## src/rtl/sete_seg_dec.sv

```systemverilog
// sete_seg_dec: reads back a multiplexed active-low 7-segment bus.
// Debounces each digit's pattern, then decodes it to a hex nibble.
module sete_seg_dec #(
  parameter int NUM_DIGITS    = 4,
  parameter int STABLE_CYCLES = 4
) (
  input  logic                    clk_i,
  input  logic                    rst_i,
  input  logic [6:0]              seg_i,
  input  logic [NUM_DIGITS-1:0]   dig_i,
  output logic [4*NUM_DIGITS-1:0] Y_o,
  output logic [NUM_DIGITS-1:0]   valid_o,
  output logic                    upd_o,
  output logic                    err_o
);

  localparam logic [7:0] CNT_MAX = 8'(STABLE_CYCLES);
  localparam logic [6:0] BLANK   = 7'b1111111;

  typedef enum logic [1:0] {
    IDLE  = 2'd0,
    COUNT = 2'd1,
    HOLD  = 2'd2
  } state_t;

  typedef struct packed {
    logic [NUM_DIGITS-1:0] dig;
    logic [6:0]            seg;
  } smp_t;

  smp_t   s_q;
  smp_t   p_q;
  state_t st_q;
  state_t st_n;
  logic [7:0] cnt_q;
  logic [7:0] cnt_n;
  logic       cap;
  logic       one_hot;
  logic       same;
  logic       known;
  logic [3:0] nib;

  logic [4*NUM_DIGITS-1:0] y_n;
  logic [NUM_DIGITS-1:0]   valid_n;
  logic                    upd_n;
  logic                    err_n;

  // p_q lags s_q by one cycle so stability compares two registered samples
  always_ff @(posedge clk_i or posedge rst_i) begin
    if (rst_i) begin
      s_q <= '0;
      p_q <= '0;
    end else begin
      s_q <= {dig_i, seg_i};
      p_q <= s_q;
    end
  end

  assign one_hot = $onehot(s_q.dig);
  assign same    = (s_q == p_q);

  always_comb begin
    known = 1'b1;
    nib   = 4'h0;
    case (s_q.seg)
      7'b1000000: nib = 4'h0;
      7'b1111001: nib = 4'h1;
      7'b0100100: nib = 4'h2;
      7'b0110000: nib = 4'h3;
      7'b0011001: nib = 4'h4;
      7'b0010010: nib = 4'h5;
      7'b0000010: nib = 4'h6;
      7'b1111000: nib = 4'h7;
      7'b0000000: nib = 4'h8;
      7'b0010000: nib = 4'h9;
      7'b0001000: nib = 4'hA;
      7'b0000011: nib = 4'hB;
      7'b1000110: nib = 4'hC;
      7'b0100001: nib = 4'hD;
      7'b0000110: nib = 4'hE;
      7'b0001110: nib = 4'hF;
      default:    known = 1'b0;
    endcase
  end

  always_ff @(posedge clk_i or posedge rst_i) begin
    if (rst_i) begin
      st_q  <= IDLE;
      cnt_q <= '0;
    end else begin
      st_q  <= st_n;
      cnt_q <= cnt_n;
    end
  end

  always_comb begin
    st_n  = st_q;
    cnt_n = cnt_q;
    cap   = 1'b0;
    case (st_q)
      IDLE: begin
        if (one_hot) begin
          st_n  = COUNT;
          cnt_n = 8'd1;
        end
      end
      COUNT: begin
        if (!one_hot) begin
          st_n  = IDLE;
          cnt_n = '0;
        end else if (same) begin
          cnt_n = (cnt_q == CNT_MAX) ? cnt_q : cnt_q + 8'd1;
        end else begin
          cnt_n = 8'd1;
        end
      end
      HOLD: begin
        if (!one_hot) begin
          st_n  = IDLE;
          cnt_n = '0;
        end else if (!same) begin
          st_n  = COUNT;
          cnt_n = 8'd1;
        end
      end
      default: begin
        st_n  = IDLE;
        cnt_n = '0;
      end
    endcase
    // a run reaching its target captures on this edge and parks in HOLD
    if (st_n == COUNT && cnt_n == CNT_MAX) begin
      cap  = 1'b1;
      st_n = HOLD;
    end
  end

  always_comb begin
    y_n     = Y_o;
    valid_n = valid_o;
    upd_n   = 1'b0;
    err_n   = 1'b0;
    if (cap) begin
      if (s_q.seg == BLANK || known) begin
        upd_n = 1'b1;
        for (int k = 0; k < NUM_DIGITS; k++) begin
          if (s_q.dig[k]) begin
            y_n[4*k +: 4] = (s_q.seg == BLANK) ? 4'h0 : nib;
            valid_n[k]    = (s_q.seg != BLANK);
          end
        end
      end else begin
        err_n = 1'b1;
      end
    end
  end

  always_ff @(posedge clk_i or posedge rst_i) begin
    if (rst_i) begin
      Y_o     <= '0;
      valid_o <= '0;
      upd_o   <= 1'b0;
      err_o   <= 1'b0;
    end else begin
      Y_o     <= y_n;
      valid_o <= valid_n;
      upd_o   <= upd_n;
      err_o   <= err_n;
    end
  end

endmodule

```

## config.mk

```make
export PLATFORM = sky130hd
export DESIGN_NAME = sete_seg_dec
export DESIGN_NICKNAME = d
export VERILOG_FILES = /design/src/rtl/sete_seg_dec.sv
export SDC_FILE = /design/constraint.sdc
export NUM_CORES = 1
export LEC_CHECK = 0
export ABC_AREA = 1
export CAP_MARGIN = 10
export CORE_ASPECT_RATIO = 0.8
export CORE_MARGIN = 2
export CORE_UTILIZATION = 56
export DETAILED_ROUTE_END_ITERATION = 8
export PLACE_DENSITY = 0.86
export SYNTH_ARGS = -nofsm -noshare
export SYNTH_HDL_FRONTEND = slang
export SYNTH_SLANG_ARGS = --single-unit
```

## constraint.sdc

```tcl
create_clock -name clk_i -period 3.9 [get_ports clk_i]
set_input_delay 0.39 -clock clk_i [delete_from_list [all_inputs] [get_ports clk_i]]
set_output_delay 0.39 -clock clk_i [all_outputs]
set_load 0.05 [all_outputs]
```

==> results.txt, run 1 <==
setup violators final: 0
skew final: 0.01087 ns
peak supply drop: 0.2338 mV
Cell Chain, Critical Path: inv_1 -> fa_1 -> inv_1 -> ha_1 -> ha_1 -> inv_1 -> nand3_1 -> nor3_2 -> nand4_2 -> nand2_2 -> nand2_2 -> nand2_4 -> nand3_2 -> nor2_4 -> inv_1 -> nor2_1
Tmin final: 3.563 ns
Syn. warnings: 0
Reg2Reg Launch Point: s_q[10]$_DFF_PP0_
fin nets: 455
postcts setup bufs: 0
Initial Utilization: 57.50%
critical path's largest stage delay: 0.57 ns
first-pass GRT wire length: 11600 um
number of max-cap violations: 0
fin. max-slew vios: 0
Mean Syn Cell Area: 7.631 sq um
status: complete, no violations
critical path launch point type: flip-flop
Routed Antenna Nets: 0
reg2reg path depth: 16
final wirelength: 6870 um
Crit. End Element: flip-flop
vias in the first global route: 2537
total track usage: 24.13%
f_max: 280.7 MHz
CTS tree: built
Synth-to-Final Area Change: 15.34%
crit path max fanout: 22
Skew-Pair Late Insertion Delay: 0.32 ns
fin crit share: 91.36%
num ports: 35
routed wire length per instance: 13.66 um
top cells by area, synth: dfrtp_1, nand2_1, inv_1
Die H: 70.45 um
CTS max path bufs: 2
core footprint: 5375 sq um
library cells used by synthesis: 33
Worst setup startpoint: s_q[10]$_DFF_PP0_
number of CTS-inserted buffers: 5
mapped cell area: 3090 sq um
largest net degree at the start of global routing: 55
drc violations: 0
detailed-placement wirelength estimate: 5172 um
syn_nets: 423
TritonRoute pass-1 iters: 5
fraction of layout cells with a size suffix above 1: 10.50%
Cell Rows: 24
Worst Max-Slew Pin Slew: 0.6892 ns
# hold bufs at CTS: 0
cell mode on critical path: inv_1
Antenna Cells: 0
DIE AREA: 6133 sq um
Post-CTS Resized: 0
DIE WIDTH: 87.06 um
antenna violations before repair: 0
endpoints failing hold: 0
fin area: 3565 sq um
area share of the largest cell type after synthesis: 43.72%
# clock sinks: 54
Hold Crit Class: in2async
gpl congestion: 0.9244
Mapped Cells: 405
final core occ: 66.32%
placed cell area: 3432 sq um
Via Count: 2775
slowest cell on the critical path: dfrtp_1
WS Path Type: reg2reg
Pwr Density: 329.0 nW/um^2
synthesis-stage register bit count: 54
RSZ-0062 raised after global routing: no
Arr. time, crit path: 3.81 ns
Leak: 1.807 nW
required time of the worst setup path: 4.15 ns
clk slew on worst S/H paths: 0.11 ns
vias per cell: 5.517
max_slew headroom: 53.94%
initial DRC count: 195
Port Buf Inserts: 34
Seq/Total Area, Yosys: 43.72%
Setup TNS: 0 ns
Root Driver: clkbuf_8
largest area contributor in the netlist: dfrtp_1
H-tree Lvls: 2
Overflow after GRT: 0
cell type report:
cell class              instances  area [sq um]
fillers                       461          1810
multi-input cells             286          1453
flip-flops and latches         54          1351
repair buffers                 35         360.3
inverters                      55         206.4
well taps                      65         81.33
clock buffers                   5         68.82
clock inverters                 3         43.79
power breakdown:
group          internal [W]  switching, W  total [W]
sequential         0.000578     0.0000272   0.000605
clock              0.000193      0.000201   0.000394
combinational     0.0000589      0.000115   0.000174
cells in the final DEF, fill, tap and decap left out, drive strengths merged:
| cell type | count |
|---|---|
| a21boi | 1 |
| and2 | 1 |
| o21bai | 1 |
| inv | 56 |
| buf | 1 |
| bufinv | 1 |
| clkinv | 1 |
| nor4 | 1 |
| dfrtp | 54 |
| nor2 | 47 |
| nor3 | 8 |
| fa | 1 |
| nand2 | 145 |
| clkdlybuf4s50 | 34 |
| a211oi | 1 |
| xor2 | 1 |
| clkbuf | 5 |
| a21oi | 6 |
| nand3 | 25 |
| nor3b | 1 |
| xnor2 | 4 |
| ha | 4 |
| nand3b | 1 |
| o21ai | 8 |
| nand4 | 30 |
stage by stage:
step,power [W],std cells,hold WS [ns],worst slack [ns]
6_report,0.001173,503,0.3844,0.3369
5_1_grt,0.001218,503,0.4383,0.02046
4_1_cts,0.001169,502,0.4910,0.3724
3_5_place_dp,0.0007850,494,0.4649,0.3980
3_3_place_gp,0.0007758,494,0.4505,0.5572
2_1_floorplan,0.0007399,405,0.3487,0.9487
metal layers:
metal / vias up / part of all wire [%] / track usage, %
met5: - / 0 / 0
met2: 102 / 48 / 35.88
li1: 1346 / - / -
met1: 1313 / 44 / 34.60
met3: 14 / 6.5 / 4.610
met4: 0 / 2.2 / 9.896
final timing paths:
check / endpoint / slack, ns
hold reg to reg: p_q[0]$_DFF_PP0_ / 0.49
setup reg to reg: err_o$_DFF_PP0_ / 0.34
min in group clk_i: p_q[0]$_DFF_PP0_ / 0.49
setup / recovery: err_o$_DFF_PP0_ / 0.34
max in group asynchronous: s_q[6]$_DFF_PP0_ / 2.99
hold / removal: p_q[10]$_DFF_PP0_ / 0.38
kinds of logic after synthesis:
logic type	share of synthesized area, %
AO/OA/AOI/OAI	2.996
buffers and inverters	9.271
XOR/XNOR	1.660
adder cells (fa/ha/maj)	2.267
AND/OR/NAND/NOR	40.08
flip-flops	43.72
Yosys cell counts (all sizes together):
cell type	instances
a211oi	1
a21boi	1
a21oi	6
and2	1
buf	10
dfrtp	54
fa	1
ha	4
inv	55
nand2	145
nand3	25
nand3b	1
nand4	30
nor2	47
nor3	8
nor3b	1
nor4	1
o21ai	8
o21bai	1
xnor2	4
xor2	1
critical path: cells and delay by family, from the launching register on:
family	cells	cell delay (ns)
simple gates	9	1.63
fa+ha+maj	3	0.92
flops	1	0.57
buf+inv	4	0.36
flip-flops by register name, summed over array words and instances, names as in the netlist:
signal	cells
Y_o	16
p_q	11
s_q	11
cnt_q	8
valid_o	4
st_q	2
err_o	1
upd_o	1
(Power assumes the default switching activity.)
==> run 2: changes to the inputs <==
- CORE_UTILIZATION: 56 -> 51
- PLACE_DENSITY: 0.86 -> 0.82
- clock period: 3.9 -> 2.9 ns (I/O delays scaled with it)
==> run 2 against run 1 <==
Compared with the run above:
- the run now ends with negative setup slack left
- largest cell class unchanged
- highest routed layer unchanged
- fmax up 13%
- clock skew down 0.0038 ns
- global-route usage rose by 0.40 points
- clock power rose by 38%
- critical path depth up 2
- utilization is 2.1 points higher
- non-clock buffer count increased by 19
- register-to-register slack lost 0.60 ns
==> results.txt, run 2 (synthesis results as in run 1) <==
placed cell area: 3608 sq um
Worst Setup EP: Y_o[14]$_DFFE_PP0P_
top flop regs: Y_o x16, p_q x11, s_q x11
required time of the worst setup path: 3.16 ns
reg2reg path depth: 18
largest net degree at the start of global routing: 55
max FFs per register: 16
Cell Chain, Critical Path: inv_4 -> fa_1 -> inv_1 -> ha_2 -> ha_4 -> inv_4 -> nand3_4 -> nor2_4 -> nand2_2 -> inv_4 -> nand3_2 -> nor2_1 -> nor2_2 -> buf_4 -> nand3_4 -> nor2_4 -> nand4_1 -> nand2_2
critical path's largest stage delay: 0.56 ns
Top reg by flops: Y_o
critical path launch point type: flip-flop
Tmin final: 3.160 ns
fin nets: 477
Antenna Cells: 0
final hold slack: 0.4015 ns
initial DRC count: 234
clock power share: 31.5%
detailed-placement wirelength estimate: 5248 um
endpoints failing hold: 0
num ports: 35
Worst Path Buf+Inv: 5
Synth-to-Final Area Change: 30.20%
failing checks: negative setup slack
# clock sinks: 54
setup violators final: 24
RSZ-0062 raised after global routing: yes
Skew-Pair Late Insertion Delay: 0.32 ns
crit path max fanout: 5
Cell Rows: 25
vias in the first global route: 2659
Worst Max-Slew Pin Slew: 0.8325 ns
Pwr Density: 429.3 nW/um^2
CP top delay family: simple AND/OR/NAND/NOR gates
Initial Utilization: 52.55%
Routed Antenna Nets: 0
number of CTS-inserted buffers: 5
vias per cell: 5.543
Port Buf Inserts: 34
Reg2Reg Setup Slack: -0.26 ns
DIE AREA: 6702 sq um
sw frac: 30.38%
routed wire length per instance: 15.72 um
Overflow after GRT: 0
worst setup margin: -0.2601 ns
fin crit share: 109.0%
DIE WIDTH: 91.03 um
total track usage: 24.54%
max_slew headroom: 44.37%
WS Path Type: reg2reg
fraction of layout cells with a size suffix above 1: 25.22%
share of power burned in registers: 46.8%
cell mode on critical path: inv_4
Worst setup startpoint: s_q[7]$_DFF_PP0_
Via Count: 2999
most common cell after layout, fill and taps aside: nand2_1
# hold bufs at CTS: 0
number of max-cap violations: 0
peak supply drop: 0.3056 mV
fillers: 444
clk slew on worst S/H paths: 0.10 ns
H-tree Lvls: 2
Root Driver: clkbuf_8
drc violations: 0
Arr. time, crit path: 3.42 ns
Logic pwr share: 21.7%
placed cell count: 519
final wirelength: 8504 um
fin. max-slew vios: 0
Reg2Reg Launch Point: s_q[7]$_DFF_PP0_
CTS max path bufs: 2
core footprint: 5881 sq um
fin area: 4024 sq um
Hold Crit Class: in2reg
status: finished with violations
Die H: 73.63 um
Switch Pwr: 0.0005248 W
f_max: 316.4 MHz
WP depth: 18
skew final: 0.007064 ns
reg2reg end: Y_o[14]$_DFFE_PP0P_
CTS tree: built
TritonRoute pass-1 iters: 5
Crit. End Element: flip-flop
gpl congestion: 0.9380
slowest cell on the critical path: fa_1
first-pass GRT wire length: 12890 um
Leak: 1.955 nW
most frequent cells in the layout: nand2_1, dfrtp_1, inv_1
antenna violations before repair: 0
fin cells: 541
Internal Power: 0.001203 W
final core occ: 68.43%
## run 2: cell count changes in the layout (fill, tap and decap cells not counted), moves of 6 or more
cell     previous run  this run
buf_4               0        19
nor2_2              3         9
nor2_4              6        12
nand3_1            22        14
nand2_2             6        24
nor2_1             38        29
nand2_1           138       118
## run 2: routing by layer
metal	track usage [%]	wire length [um]	vias up
li1	-	-	1400
met4	6.734	174	0
met3	6.051	785	23
met5	0	0	-
met2	39.59	4099	146
met1	33.53	3444	1430
## run 2: cell type report
class | instances | area [sq um] | area share [%]
Multi-Input combinational cell | 289 | 1733 | 43.07
Sequential cell | 54 | 1351 | 33.58
Timing Repair Buffer | 54 | 503.0 | 12.50
Inverter | 55 | 214.0 | 5.317
Tap cell | 81 | 101.3 | 2.519
Clock buffer | 6 | 82.58 | 2.052
Clock inverter | 2 | 38.79 | 0.9639
## run 2: power groups by stage
stage                     clock (W)  combinational (W)  sequential [W]
after floorplan                   0           0.000204        0.000813
after global placement            0           0.000270        0.000822
after detailed placement          0           0.000277        0.000823
after CTS                  0.000550           0.000316        0.000808
after global routing       0.000589           0.000405        0.000814
final                      0.000544           0.000375        0.000809
## run 2: worst reg2reg max path: stages (launching register included)
cell and delay [ns]:
dfrtp_1 0.40, inv_4 0.05, fa_1 0.56, inv_1 0.05, ha_2 0.17, ha_4 0.28, inv_4 0.04, nand3_4 0.10
nor2_4 0.08, nand2_2 0.10, inv_4 0.06, nand3_2 0.07, nor2_1 0.05, nor2_2 0.22, buf_4 0.17, nand3_4 0.15
nor2_4 0.24, nand4_1 0.17, nand2_2 0.13
## run 2: through the flow
step | TNS, ns | setup WS, ns | total power, W
floorplan | -0.3949 | -0.01994 | 0.001017
global route | -6.211 | -0.3262 | 0.001808
detailed placement | -3.694 | -0.1958 | 0.001099
CTS | -0.1625 | -0.02854 | 0.001674
global placement | -2.553 | -0.1534 | 0.001092
finish | -4.075 | -0.2601 | 0.001728
## run 2: how the worst min path moves through the flow
stage	endpoint	start	cells after the start
2_1_floorplan	s_q[0]$_DFF_PP0_	seg_i[0]	0
3_3_place_gp	valid_o[3]$_DFFE_PP0P_	valid_o[3]$_DFFE_PP0P_	2
3_5_place_dp	valid_o[3]$_DFFE_PP0P_	valid_o[3]$_DFFE_PP0P_	2
4_1_cts	s_q[8]$_DFF_PP0_	dig_i[1]	1
5_1_grt	s_q[6]$_DFF_PP0_	seg_i[6]	1
6_report	s_q[10]$_DFF_PP0_	dig_i[3]	1
## run 2: what timing repair did
item | 4_1_cts | 5_1_grt
cloned | 3 | 0
gates resized for setup | 25 | 32
setup endpoints to repair | 24 | 24
pin swaps | 21 | 22
buffers inserted | 4 | 7
